**src/rtl/reg_xfer_pkg.sv**
```systemverilog
// Shared definitions for the register-bus transfer controller.
//   xfer_state_t     : controller states XFER_IDLE..XFER_PRESET
//   XFER_MIN_SETTLE  : lower bound applied to the SettleCycles parameter
package reg_xfer_pkg;

    typedef enum logic [2:0] {
        XFER_IDLE    = 3'd0,
        XFER_DRIVE   = 3'd1,
        XFER_LOAD    = 3'd2,
        XFER_RELEASE = 3'd3,
        XFER_PRESET  = 3'd4
    } xfer_state_t;

    localparam int XFER_MIN_SETTLE = 1;

endpackage

```
**src/rtl/reg_xfer_onehot_dec.sv**
```systemverilog
// Index-to-one-hot decoder for the per-register control lines.
//   idx    in  SelBits   register index
//   en     in  1         enable; all outputs 0 when low
//   onehot out NrOfRegs  bit idx set when en=1 and idx < NrOfRegs
module reg_xfer_onehot_dec #(
    parameter int NrOfRegs = 8,
    parameter int SelBits  = 3
) (
    input  logic [SelBits-1:0]  idx,
    input  logic                en,
    output logic [NrOfRegs-1:0] onehot
);

    always_comb begin
        onehot = '0;
        for (int unsigned i = 0; i < NrOfRegs; i++) begin
            onehot[i] = en && (idx == SelBits'(i));
        end
    end

endmodule

```
**src/rtl/reg_bus_xfer_ctrl.sv**
```systemverilog
// Upstream sequencer for the memory-stage register bank on the shared
// tri-state data bus. Executes src -> dst register moves accepted over a
// valid/ready handshake; a load only completes on a Tick cycle.
// Optional feature: define PRESET_CMD_EN to enable preset commands
// (cmd_pre=1 pulses reg_pre[dst] instead of performing a move).
//   Clock      in   clock, all state on rising edge
//   Reset      in   asynchronous, active-high
//   Tick       in   global load qualifier
//   cmd_valid  in   command offered
//   cmd_ready  out  command accepted when valid&ready at rising edge
//   cmd_src    in   source register index
//   cmd_dst    in   destination register index
//   cmd_pre    in   preset command (PRESET_CMD_EN only)
//   bus        in   snoop of shared data bus
//   reg_cs     out  per-register output disable, 1 = Hi-Z
//   reg_ce     out  per-register ClockEnable
//   reg_pre    out  per-register async preset
//   done       out  1-cycle pulse, transfer finished
//   err        out  1-cycle pulse, command rejected
//   last_data  out  value loaded by the most recent transfer
module reg_bus_xfer_ctrl
    import reg_xfer_pkg::*;
#(
    parameter int NrOfRegs     = 8,
    parameter int SelBits      = 3,
    parameter int NrOfBits     = 8,
    parameter int SettleCycles = 1
) (
    input  logic                Clock,
    input  logic                Reset,
    input  logic                Tick,
    input  logic                cmd_valid,
    output logic                cmd_ready,
    input  logic [SelBits-1:0]  cmd_src,
    input  logic [SelBits-1:0]  cmd_dst,
    input  logic                cmd_pre,
    input  logic [NrOfBits-1:0] bus,
    output logic [NrOfRegs-1:0] reg_cs,
    output logic [NrOfRegs-1:0] reg_ce,
    output logic [NrOfRegs-1:0] reg_pre,
    output logic                done,
    output logic                err,
    output logic [NrOfBits-1:0] last_data
);

    localparam int SettleEff = (SettleCycles < XFER_MIN_SETTLE) ? XFER_MIN_SETTLE : SettleCycles;
    localparam int CntW      = (SettleEff > 1) ? $clog2(SettleEff) : 1;

    xfer_state_t         state, state_nxt;
    logic [SelBits-1:0]  src_q, dst_q;
    logic [CntW-1:0]     cnt;
    logic                err_q;
    logic [NrOfBits-1:0] last_q;
    // Holds cmd_ready low while Reset is asserted and until the first edge after.
    logic                armed;

    logic idle, accept, reject, is_pre;
    logic src_bad, dst_bad;
    logic cs_en, ce_en, pre_en, done_c;
    logic [NrOfRegs-1:0] cs_sel;

`ifdef PRESET_CMD_EN
    assign is_pre = cmd_pre;
`else
    logic unused_pre;
    assign unused_pre = cmd_pre;
    assign is_pre     = 1'b0;
`endif

    assign accept  = cmd_valid && cmd_ready;
    assign src_bad = int'(cmd_src) >= NrOfRegs;
    assign dst_bad = int'(cmd_dst) >= NrOfRegs;
    // A preset never touches the source, so only the destination is checked.
    assign reject  = is_pre ? dst_bad : (src_bad || dst_bad || (cmd_src == cmd_dst));

    always_comb begin
        state_nxt = state;
        idle      = 1'b0;
        cs_en     = 1'b0;
        ce_en     = 1'b0;
        pre_en    = 1'b0;
        done_c    = 1'b0;
        unique case (state)
            XFER_IDLE: begin
                idle = 1'b1;
                if (accept && !reject) begin
`ifdef PRESET_CMD_EN
                    state_nxt = is_pre ? XFER_PRESET : XFER_DRIVE;
`else
                    state_nxt = XFER_DRIVE;
`endif
                end
            end
            XFER_DRIVE: begin
                cs_en = 1'b1;
                if (cnt == '0) state_nxt = XFER_LOAD;
            end
            XFER_LOAD: begin
                cs_en = 1'b1;
                ce_en = 1'b1;
                if (Tick) state_nxt = XFER_RELEASE;
            end
            XFER_RELEASE: begin
                done_c    = 1'b1;
                state_nxt = XFER_IDLE;
            end
`ifdef PRESET_CMD_EN
            XFER_PRESET: begin
                pre_en    = 1'b1;
                state_nxt = XFER_RELEASE;
            end
`endif
            default: state_nxt = XFER_IDLE;
        endcase
    end

    always_ff @(posedge Clock or posedge Reset) begin
        if (Reset) begin
            state  <= XFER_IDLE;
            src_q  <= '0;
            dst_q  <= '0;
            cnt    <= '0;
            err_q  <= 1'b0;
            last_q <= '0;
            armed  <= 1'b0;
        end else begin
            state <= state_nxt;
            armed <= 1'b1;
            err_q <= accept && reject;
            if (accept) begin
                src_q <= cmd_src;
                dst_q <= cmd_dst;
                cnt   <= CntW'(SettleEff - 1);
            end else if (state == XFER_DRIVE && cnt != '0) begin
                cnt <= cnt - 1'b1;
            end
            if (state == XFER_LOAD && Tick) begin
                last_q <= bus;
            end
`ifdef PRESET_CMD_EN
            if (state == XFER_PRESET) begin
                last_q <= '1;
            end
`endif
        end
    end

    reg_xfer_onehot_dec #(.NrOfRegs(NrOfRegs), .SelBits(SelBits)) u_cs_dec (
        .idx(src_q), .en(cs_en), .onehot(cs_sel)
    );
    reg_xfer_onehot_dec #(.NrOfRegs(NrOfRegs), .SelBits(SelBits)) u_ce_dec (
        .idx(dst_q), .en(ce_en), .onehot(reg_ce)
    );
    reg_xfer_onehot_dec #(.NrOfRegs(NrOfRegs), .SelBits(SelBits)) u_pre_dec (
        .idx(dst_q), .en(pre_en), .onehot(reg_pre)
    );

    assign reg_cs    = ~cs_sel;
    assign cmd_ready = idle && armed;
    assign done      = done_c;
    assign err       = err_q;
    assign last_data = last_q;

endmodule

```
**config.mk**
```make
export PLATFORM = sky130hd
export DESIGN_NAME = reg_bus_xfer_ctrl
export DESIGN_NICKNAME = d
export VERILOG_FILES = /design/src/rtl/reg_xfer_pkg.sv /design/src/rtl/reg_xfer_onehot_dec.sv /design/src/rtl/reg_bus_xfer_ctrl.sv
export SDC_FILE = /design/constraint.sdc
export NUM_CORES = 1
export LEC_CHECK = 0
export CORE_ASPECT_RATIO = 1.2
export CORE_UTILIZATION = 39
export DETAILED_ROUTE_END_ITERATION = 16
export PLACE_DENSITY = 0.88
export SYNTH_ARGS = -nofsm -noshare
export SYNTH_HDL_FRONTEND = slang
export SYNTH_SLANG_ARGS = --single-unit
```
**constraint.sdc**
```tcl
create_clock -name Clock -period 2.2 [get_ports Clock]
set_input_delay 0.33 -clock Clock [delete_from_list [all_inputs] [get_ports Clock]]
set_output_delay 0.33 -clock Clock [all_outputs]
set_load 0.02 [all_outputs]
```
# Word-level counts from Yosys, hierarchy flattened
# Cells that the tools add are included.
[classes] add_sub_neg=1 multipliers=0 div=0 magnitude_cmp=0 n_eq_ne=21 n_shift=0 muxes=10 bitwise=1 reduce_logical=29
[ops] cell="$eq 3x3->1 const B" count=8
[ops] cell="$logic_and 1x1->1" count=22
[ops] cell="$eq 3x2->1 const B" count=6
[ops] cell="$eq 3x1->1 const B" count=3
[ops] cell="$logic_not 3->1" count=3
[ops] cell="$mux 3" count=3
[ops] cell="$pmux 3 s3" count=1
[ops] cell="$not 8->8" count=1
[ops] cell="$mux 1" count=6
[ops] cell="$ne 2x2->1 const B" count=3
[ops] cell="$eq 3x3->1" count=1
[ops] cell="$reduce_and 3->1" count=1
[ops] cell="$reduce_bool 2->1" count=1
[ops] cell="$reduce_or 2->1" count=1
[ops] cell="$logic_not 1->1" count=1
[ops] cell="$sub 1x1->1 const B" count=1
[totals] ff_bits=20 latch_bits=0 ramBits=0 mem_bits_ro=0 input_bits=19 output_inout_bits=35 word_cells=69 n_memories=0

# Depth between registers and ports, before layout
# Gate-level depths: netlist of run 1.
[depth] ltp_word=7 depth_mapped=6 depth_no_buf=6

# Cells and area by module
# From an unflattened synthesis of run 1, not the netlist that was laid out.
[hier_totals] cells_unflattened=91 hier_area_um2=1159.9
[by_module_without_submodules] mod="reg_bus_xfer_ctrl" n_inst=1 cells_per_inst=67 area_per_inst_um2=874.6 seq_area_each_um2=475.5
[by_module_without_submodules] mod="reg_xfer_onehot_dec" n_inst=3 cells_per_inst=8 area_per_inst_um2=95.1 seq_area_each_um2=0.0

# Worst setup path before layout of run 1
# OpenSTA, ideal clock, no wires.
[synth_path] path_kind="flip-flop to flip-flop" from="register state[0]" to="register state[1]" t_arrival_ns=1.521 setup_slack_ns=0.554 stages_incl_launch_ff=7 n_path_buf=0 cell_sequence="dfrtp_1 > inv_1 > ha_1 > nand3_4 > a222oi_1 > nand2_1 > mux2_4"
[synth_between] elab_chain_len=7 word_cells_on_any_way=12 classes_between="eq/ne: 5; mux: 2; reduce/logical: 5"
[synth_rtl] element="start, declared" line="reg_bus_xfer_ctrl.sv:49" source="xfer_state_t state, state_nxt;"
[synth_rtl] element="start signal, assigned" line="reg_bus_xfer_ctrl.sv:127" source="state <= state_nxt;"
[synth_rtl] element="$logic_not 3->1" line="reg_bus_xfer_ctrl.sv:83" source="unique case (state)"
[synth_rtl] element="$mux 1" line="reg_bus_xfer_ctrl.sv:83"
[synth_rtl] element="$logic_and 1x1->1" line="reg_bus_xfer_ctrl.sv:159" source="assign cmd_ready = idle && armed;"
[synth_rtl] element="$logic_and 1x1->1" line="reg_bus_xfer_ctrl.sv:70" source="assign accept = cmd_valid && cmd_ready;"
[synth_rtl] element="$logic_and 1x1->1" line="reg_bus_xfer_ctrl.sv:86" source="if (accept && !reject) begin"
[synth_rtl] element="$ne 2x2->1 (no source line)"
[synth_rtl] element="$reduce_and 3->1 (no source line)"
# Parallel ways exist; a longest one is shown, timed or not.
# A chain may end at the register's enable or synchronous reset.

# Worst setup path in the final report of run 1
[layout_path] from="register state[1]" to="output port reg_cs[3]"
[layout_between] elab_chain_len=5 word_cells_on_any_way=6 classes_between="eq/ne: 2; mux: 1; bitwise: 1; reduce/logical: 2"
[layout_rtl] element="$eq 3x1->1 or $eq 3x2->1 (tied branches)" line="reg_bus_xfer_ctrl.sv:83"
[layout_rtl] element="$reduce_or 2->1 (no source line) *"
[layout_rtl] element="$mux 1 *" line="reg_bus_xfer_ctrl.sv:83"
[layout_rtl] element="$logic_and 1x1->1 *" line="reg_xfer_onehot_dec.sv:17" source="onehot[i] = en && (idx == SelBits'(i));"
[layout_rtl] element="$not 8->8 *" line="reg_bus_xfer_ctrl.sv:158" source="assign reg_cs = ~cs_sel;"
[layout_rtl] element="end, declared" line="reg_bus_xfer_ctrl.sv:38" source="output logic [NrOfRegs-1:0] reg_cs,"
# Every way passes the cells marked *; elsewhere a longest branch is shown, timed or not.

==> impl_metrics.json, run 1 <==
{
  "critical_path_arrival_ps": 1750,
  "synth_most_common_cell": "sky130_fd_sc_hd__dfrtp_1",
  "cp_max_fanout": 5,
  "synth.cell_area_um2": 1020,
  "design.final.nets": 165,
  "worstMarginPinSlew_ps": 711,
  "clkSinkCount": 19,
  "r2r_start": "state[0]$_DFFE_PP0P_",
  "proportion_of_layout_cells_with_a_drive_suffix_above_1_pct": 18.6,
  "antenna-diode-count": 0,
  "cp_cell_sequence": "inv_1 > ha_2 > nor2b_2 > nand3_1 > dlygate4sd2_1",
  "die_area_um2": 2830,
  "rsz0062_at_grt": "false",
  "yosysTopAreaCellShare_pct": 46.5,
  "post_synth_fa_ha_maj_area_fraction_pct": 6.11,
  "worst-path-stages": 5,
  "synth_cells": 92,
  "report.final.slew_viol_count": 0,
  "grt_use_total_pct": 16.0,
  "finalCritPeriodShare_pct": 94.6,
  "coreArea_um2": 2380,
  "insertion_delay_ps": 290,
  "synth_flop_cell": "sky130_fd_sc_hd__dfrtp_1",
  "synth_top_area_cell": "sky130_fd_sc_hd__dfrtp_1",
  "initial_core_util_pct": 43.1,
  "vdd_drop_max_v": 0.000771,
  "slowest_delay_ps": 430,
  "synthXorXnorAreaFrac_pct": 2.57,
  "post_synthesis_mean_instance_area_um2": 11.1,
  "postRouteAntennaNets": 0,
  "placed_area_um2": 1480,
  "register_bit_total_from_synthesis": 19,
  "regToRegEndpoint": "state[1]$_DFFE_PP0P_",
  "gr-total-overflow": 0,
  "cts-htree-levels": 1,
  "synth_edf_count": 0,
  "routed-via-count": 814,
  "sum_neg_setup_slack_ps": 0,
  "critPathBufInv": 2,
  "rows": 19,
  "grt_max_degree": 20,
  "finalSetupViolations": 0,
  "area_fraction_in_and_or_nand_and_nor_cells_after_synthesis_pct": 17.2,
  "timing.reg2reg.worst_path_depth": 6,
  "grt_pass1_wl_um": 3510,
  "hold_path_class": "primary input to async pin",
  "drt_first_pass_iters": 4,
  "final_worst_setup_slack_ps": 120,
  "preCtsSetupSlack_ps": 147,
  "antenna_found_initial": 0,
  "main_combinational_cell_family_by_area_after_synthesis": "multiplexers",
  "cp-endpoint": "reg_cs[3]",
  "globalplace.congestion": 0.696,
  "synth_cell_count_leaders": "sky130_fd_sc_hd__dfrtp_1 (19), sky130_fd_sc_hd__mux2_2 (14), sky130_fd_sc_hd__buf_4 (8), sky130_fd_sc_hd__nor2_1 (8), sky130_fd_sc_hd__nand2_1 (7)",
  "cts_inserted_buffers": 3,
  "post_route_drc_violation_count": 0,
  "max-cap-violations": 0,
  "cp-start-kind": "flip-flop",
  "die_w_um": 48.8,
  "worstSetupEndpointType": "output pin",
  "p_per_area_nw_per_um2": 1300,
  "cts.repair_timing.setup_buffer_count": 0,
  "period_minus_slack_ps": 2080,
  "crit_path_top_delay_cell": "sky130_fd_sc_hd__dfrtp_1",
  "synth_seq_area_share_pct": 46.5,
  "die_height_um": 58.1,
  "fmax_mhz": 481,
  "port_buffers": 44,
  "critical_path.top_delay_family": "flip-flops",
  "required_ps": 1870,
  "slew_headroom_pct": 52.5,
  "fin_skew_ps": 1.89,
  "drt_iter0_markers": 15,
  "p_leak_nw": 0.666,
  "yosys.cell_types.count": 21,
  "clock-root-buffer": "sky130_fd_sc_hd__clkbuf_4",
  "cts_tree": "yes",
  "worst_setup_path_startpoint": "state[1]$_DFFE_PP0P_",
  "critPathKind": "flip-flop to output pin",
  "avgRoutedWirePerCell_um": 12.1,
  "totalWireLength_um": 2070,
  "clk_pin_slew_worst_paths_ps": 100,
  "synth-warning-count": 0,
  "cts_hold_buffers": 0,
  "number_of_ports_placed_on_the_die_boundary": 54,
  "synth.mux.area_fraction_pct": 17.8,
  "clock_tree.buffer_depth": 2,
  "syn2layout_area_growth_pct": 44.5,
  "synth.area.top_cells": "sky130_fd_sc_hd__dfrtp_1 (46%), sky130_fd_sc_hd__mux2_2 (15%), sky130_fd_sc_hd__ha_1 (6.1%)",
  "hpwl_dp_um": 1740,
  "first_global_vias": 826,
  "synth_compound_area_share_pct": 1.71,
  "design_area_um2": 1480,
  "r2r_slack_ps": 420,
  "ys_async_sr_fraction_pct": 100,
  "via_per_inst": 4.76,
  "hold_violations": 0,
  "result_of_the_run": "finished clean"
}
[final cells by class]
cell class,instances,area [um2]
fillers,215,898
multi-input cells,68,504
flip-flops and latches,19,475
repair buffers,45,419
well taps,31,38.8
clock buffers,4,26.3
inverters,4,15.0
[worst min path at each step]
stage	from	endpoint	slack, ps	cells after the start
6_report	Reset	last_data[3]$_DFFE_PP0P_	440	2
5_1_grt	Reset	state[1]$_DFFE_PP0P_	520	2
4_1_cts	Reset	last_data[7]$_DFFE_PP0P_	470	2
3_5_place_dp	last_data[1]$_DFFE_PP0P_	last_data[1]$_DFFE_PP0P_	500	1
3_3_place_gp	last_data[7]$_DFFE_PP0P_	last_data[7]$_DFFE_PP0P_	490	1
2_1_floorplan	Reset	armed$_DFF_PP0_	280	1
[what timing repair did]
action | CTS | global route
hold endpoints to repair | 0 | 0
pin swaps | 0 | 0
setup endpoints to repair | 17 | 2
gates resized for setup | 19 | 6
[layer usage]
metal  up-vias  share of wire (%)  global-route usage, %
met3         6                7.3                   3.67
met5         -                  0                      0
met4         0                2.3                   8.40
met2        42                 53                   29.2
li1        389                  -                      -
met1       377                 37                   17.3
[state kept, by name, indices dropped and copies added, names as in the netlist]
| register | flops |
|---|---|
| armed | 1 |
| cnt | 1 |
| dst_q | 3 |
| err | 1 |
| last_data | 8 |
| src_q | 3 |
| state | 2 |
[report_power, final]
group	internal (mW)	switching, mW
clock network	0.0706	0.102
logic	0.551	0.559
registers	0.503	0.134
[kinds of logic (layout without fill, tap and decap cells)]
family / after synthesis / after routing
adders and majority gates: 5 / 5
other: 2 / 9
buffers and inverters: 12 / 53
xor gates and xnor gates: 3 / 3
AOI/OAI and AO/OA: 2 / 2
DFF: 19 / 19
and+or+nand+nor: 33 / 33
muxes: 16 / 16
[placed cells by master, fill, tap and decap left out, drive strengths merged]
cell type	instances
ha	5
xnor2	3
mux2i	1
a222oi	1
conb	9
nor2b	3
nand2b	3
and3b	1
and2	1
buf	1
dfrtp	19
clkdlybuf4s50	27
clkbuf	6
nor2	8
o21bai	1
mux2	15
inv	4
nand3	6
nand2	7
nor3	2
nand4	2
dlygate4sd2	15
[metrics by stage]
stage                     std cells  total power [mW]  hold slack, ps  utilization [%]
final                           171              1.92             444             62.2
after global routing            171              2.07             517             62.2
after CTS                       171              1.95             467             62.5
after detailed placement        167              1.82             495             62.1
after global placement          167              1.77             486             62.1
after floorplan                  99              1.33             281                -
Note: power is estimated with default switching activity, not from simulation.
==> run 2, diff against run 1 <==
- SLEW_MARGIN: unset -> 15
==> results of run 2 <==
Same layout as run 1: the final DEF is identical, and so are final timing and power.
==> run 3, diff against run 2 <==
- CORE_UTILIZATION: 39 -> 41
- PLACE_DENSITY: 0.88 -> 0.91
- RECOVER_POWER: unset -> 100
- SLEW_MARGIN: 15 -> 20
- clock period: 2.2 -> 2.4 ns (I/O delays scaled with it)
==> impl_metrics.json, run 3 (synthesis results as in run 1) <==
{
  "result_of_the_run": "finished clean",
  "hold_end": "last_data[0]$_DFFE_PP0P_",
  "cts_hold_buffers": 0,
  "period_minus_slack_ps": 2270,
  "clock_tree.buffer_depth": 2,
  "combinationalPowerShare_pct": 56.2,
  "p_leak_nw": 0.624,
  "ctsResizeCount": 5,
  "r2r_start": "state[0]$_DFFE_PP0P_",
  "clkSinkCount": 19,
  "rsz0062_at_grt": "false",
  "regToRegEndpoint": "state[1]$_DFFE_PP0P_",
  "hpwl_dp_um": 1740,
  "drt_first_pass_iters": 4,
  "port_buffers": 44,
  "mostFrequentLayoutCells": "sky130_fd_sc_hd__clkdlybuf4s50_1 (20), sky130_fd_sc_hd__dfrtp_1 (19), sky130_fd_sc_hd__mux2_2 (14), sky130_fd_sc_hd__dlygate4sd3_1 (12)",
  "hold_violations": 0,
  "insertion_delay_ps": 290,
  "report.final.slew_viol_count": 0,
  "initial_core_util_pct": 43.9,
  "p_per_area_nw_per_um2": 1190,
  "finalHoldWorstSlack_ps": 515,
  "critical_path_arrival_ps": 1910,
  "placed_area_um2": 1470,
  "required_ps": 2040,
  "max-cap-violations": 0,
  "rows": 19,
  "max_ffs_per_register": 8,
  "finalCritPeriodShare_pct": 94.4,
  "final_core_util_pct": 61.3,
  "clk_pin_slew_worst_paths_ps": 110,
  "share_seq_of_total_power_pct": 34.4,
  "grt_max_degree": 20,
  "routed-via-count": 813,
  "postRouteAntennaNets": 0,
  "totalWireLength_um": 2170,
  "worstSetupEndpointType": "output pin",
  "design_area_um2": 1430,
  "globalplace.congestion": 0.755,
  "cts_tree": "yes",
  "proportion_of_layout_cells_with_a_drive_suffix_above_1_pct": 15.1,
  "hold_path_class": "flip-flop to flip-flop",
  "vdd_drop_max_v": 0.000824,
  "via_per_inst": 4.78,
  "cp_max_fanout": 5,
  "clockPowerShare_pct": 9.5,
  "die_area_um2": 2700,
  "die_height_um": 56.7,
  "fmax_mhz": 441,
  "post_route_drc_violation_count": 0,
  "clock-root-buffer": "sky130_fd_sc_hd__clkbuf_4",
  "internal_power_mw": 0.971,
  "coreArea_um2": 2330,
  "hold_depth": 1,
  "grt_use_total_pct": 18.0,
  "sum_neg_setup_slack_ps": 0,
  "antenna_found_initial": 0,
  "drt_iter0_markers": 13,
  "finalSetupViolations": 0,
  "design.final.nets": 164,
  "die_w_um": 47.6,
  "cts-htree-levels": 1,
  "cp-start-kind": "flip-flop",
  "cts.repair_timing.setup_buffer_count": 0,
  "antenna-diode-count": 0,
  "avgRoutedWirePerCell_um": 12.8,
  "syn2layout_area_growth_pct": 39.6,
  "cts_inserted_buffers": 3,
  "total_switching_power_mw": 0.729,
  "worstMarginPinSlew_ps": 698,
  "r2r_slack_ps": 440,
  "grt_pass1_wl_um": 3470,
  "timing.reg2reg.worst_path_depth": 6,
  "first_global_vias": 831,
  "critPathKind": "flip-flop to output pin",
  "number_of_ports_placed_on_the_die_boundary": 54,
  "gr-total-overflow": 0,
  "layout.cells.most_common": "sky130_fd_sc_hd__clkdlybuf4s50_1",
  "p_sw_share_pct": 42.9,
  "fin_skew_ps": 6.46,
  "slew_headroom_pct": 53.4,
  "min-delay-start": "last_data[0]$_DFFE_PP0P_"
}
run 3: changes by cell type in the layout (fill, tap and decap cells not counted):
cell / before / now
sky130_fd_sc_hd__dlygate4sd3_1: 0 / 12
sky130_fd_sc_hd__clkbuf_2: 2 / 0
sky130_fd_sc_hd__dlygate4sd2_1: 15 / 4
sky130_fd_sc_hd__nand3_1: 5 / 6
sky130_fd_sc_hd__mux2_1: 0 / 1
sky130_fd_sc_hd__clkdlybuf4s50_1: 27 / 20
sky130_fd_sc_hd__nand3_4: 1 / 0
sky130_fd_sc_hd__mux2_4: 1 / 0
sky130_fd_sc_hd__buf_4: 1 / 0
sky130_fd_sc_hd__clkbuf_1: 1 / 9
run 3: power by group through the flow:
stage                     registers (mW)  clock network (mW)  logic, mW
after CTS                          0.588               0.164       1.05
final                              0.584               0.161      0.955
after floorplan                    0.652                   0      0.567
after global routing               0.609               0.178       1.04
after global placement             0.579                   0       1.02
after detailed placement           0.591                   0       1.06
run 3: layout make-up:
cell class | count | area [um2]
timing repair buffer | 44 | 385
tap | 31 | 38.8
sequential | 19 | 475
fill | 221 | 901
multi-input combinational | 68 | 488
clock buffer | 4 | 26.3
inverter | 4 | 15.0
run 3: how the worst max path moves through the flow:
stage	slack [ps]	start	to	cells after the start
2_1_floorplan	750	state[0]$_DFFE_PP0P_	state[1]$_DFFE_PP0P_	6
3_3_place_gp	300	state[0]$_DFFE_PP0P_	reg_cs[3]	5
3_5_place_dp	200	state[0]$_DFFE_PP0P_	reg_cs[3]	5
4_1_cts	8	state[0]$_DFFE_PP0P_	reg_ce[1]	5
5_1_grt	20	state[1]$_DFFE_PP0P_	reg_cs[3]	5
6_report	130	state[0]$_DFFE_PP0P_	cmd_ready	4
run 3: stage by stage:
step / power [mW] / cells / setup slack [ps]
floorplan: 1.22 / 99 / 754
global route: 1.83 / 170 / 19.1
finish: 1.70 / 170 / 133
CTS: 1.80 / 170 / 7.83
detailed placement: 1.65 / 166 / 204
global placement: 1.59 / 166 / 298
run 3: metal layers:
metal	vias up	global-route usage [%]	share of wire (%)
met3	0	9.00	9.7
met2	36	31.3	55
li1	384	-	-
met1	393	18.9	35
met5	-	0	0
met4	0	3.17	0
run 3: critical path, stage by stage, from the launching register on:
cell                            delay (ps)
sky130_fd_sc_hd__dfrtp_1               430
sky130_fd_sc_hd__inv_1                 120
sky130_fd_sc_hd__ha_2                  230
sky130_fd_sc_hd__and2_2                140
sky130_fd_sc_hd__dlygate4sd3_1         690
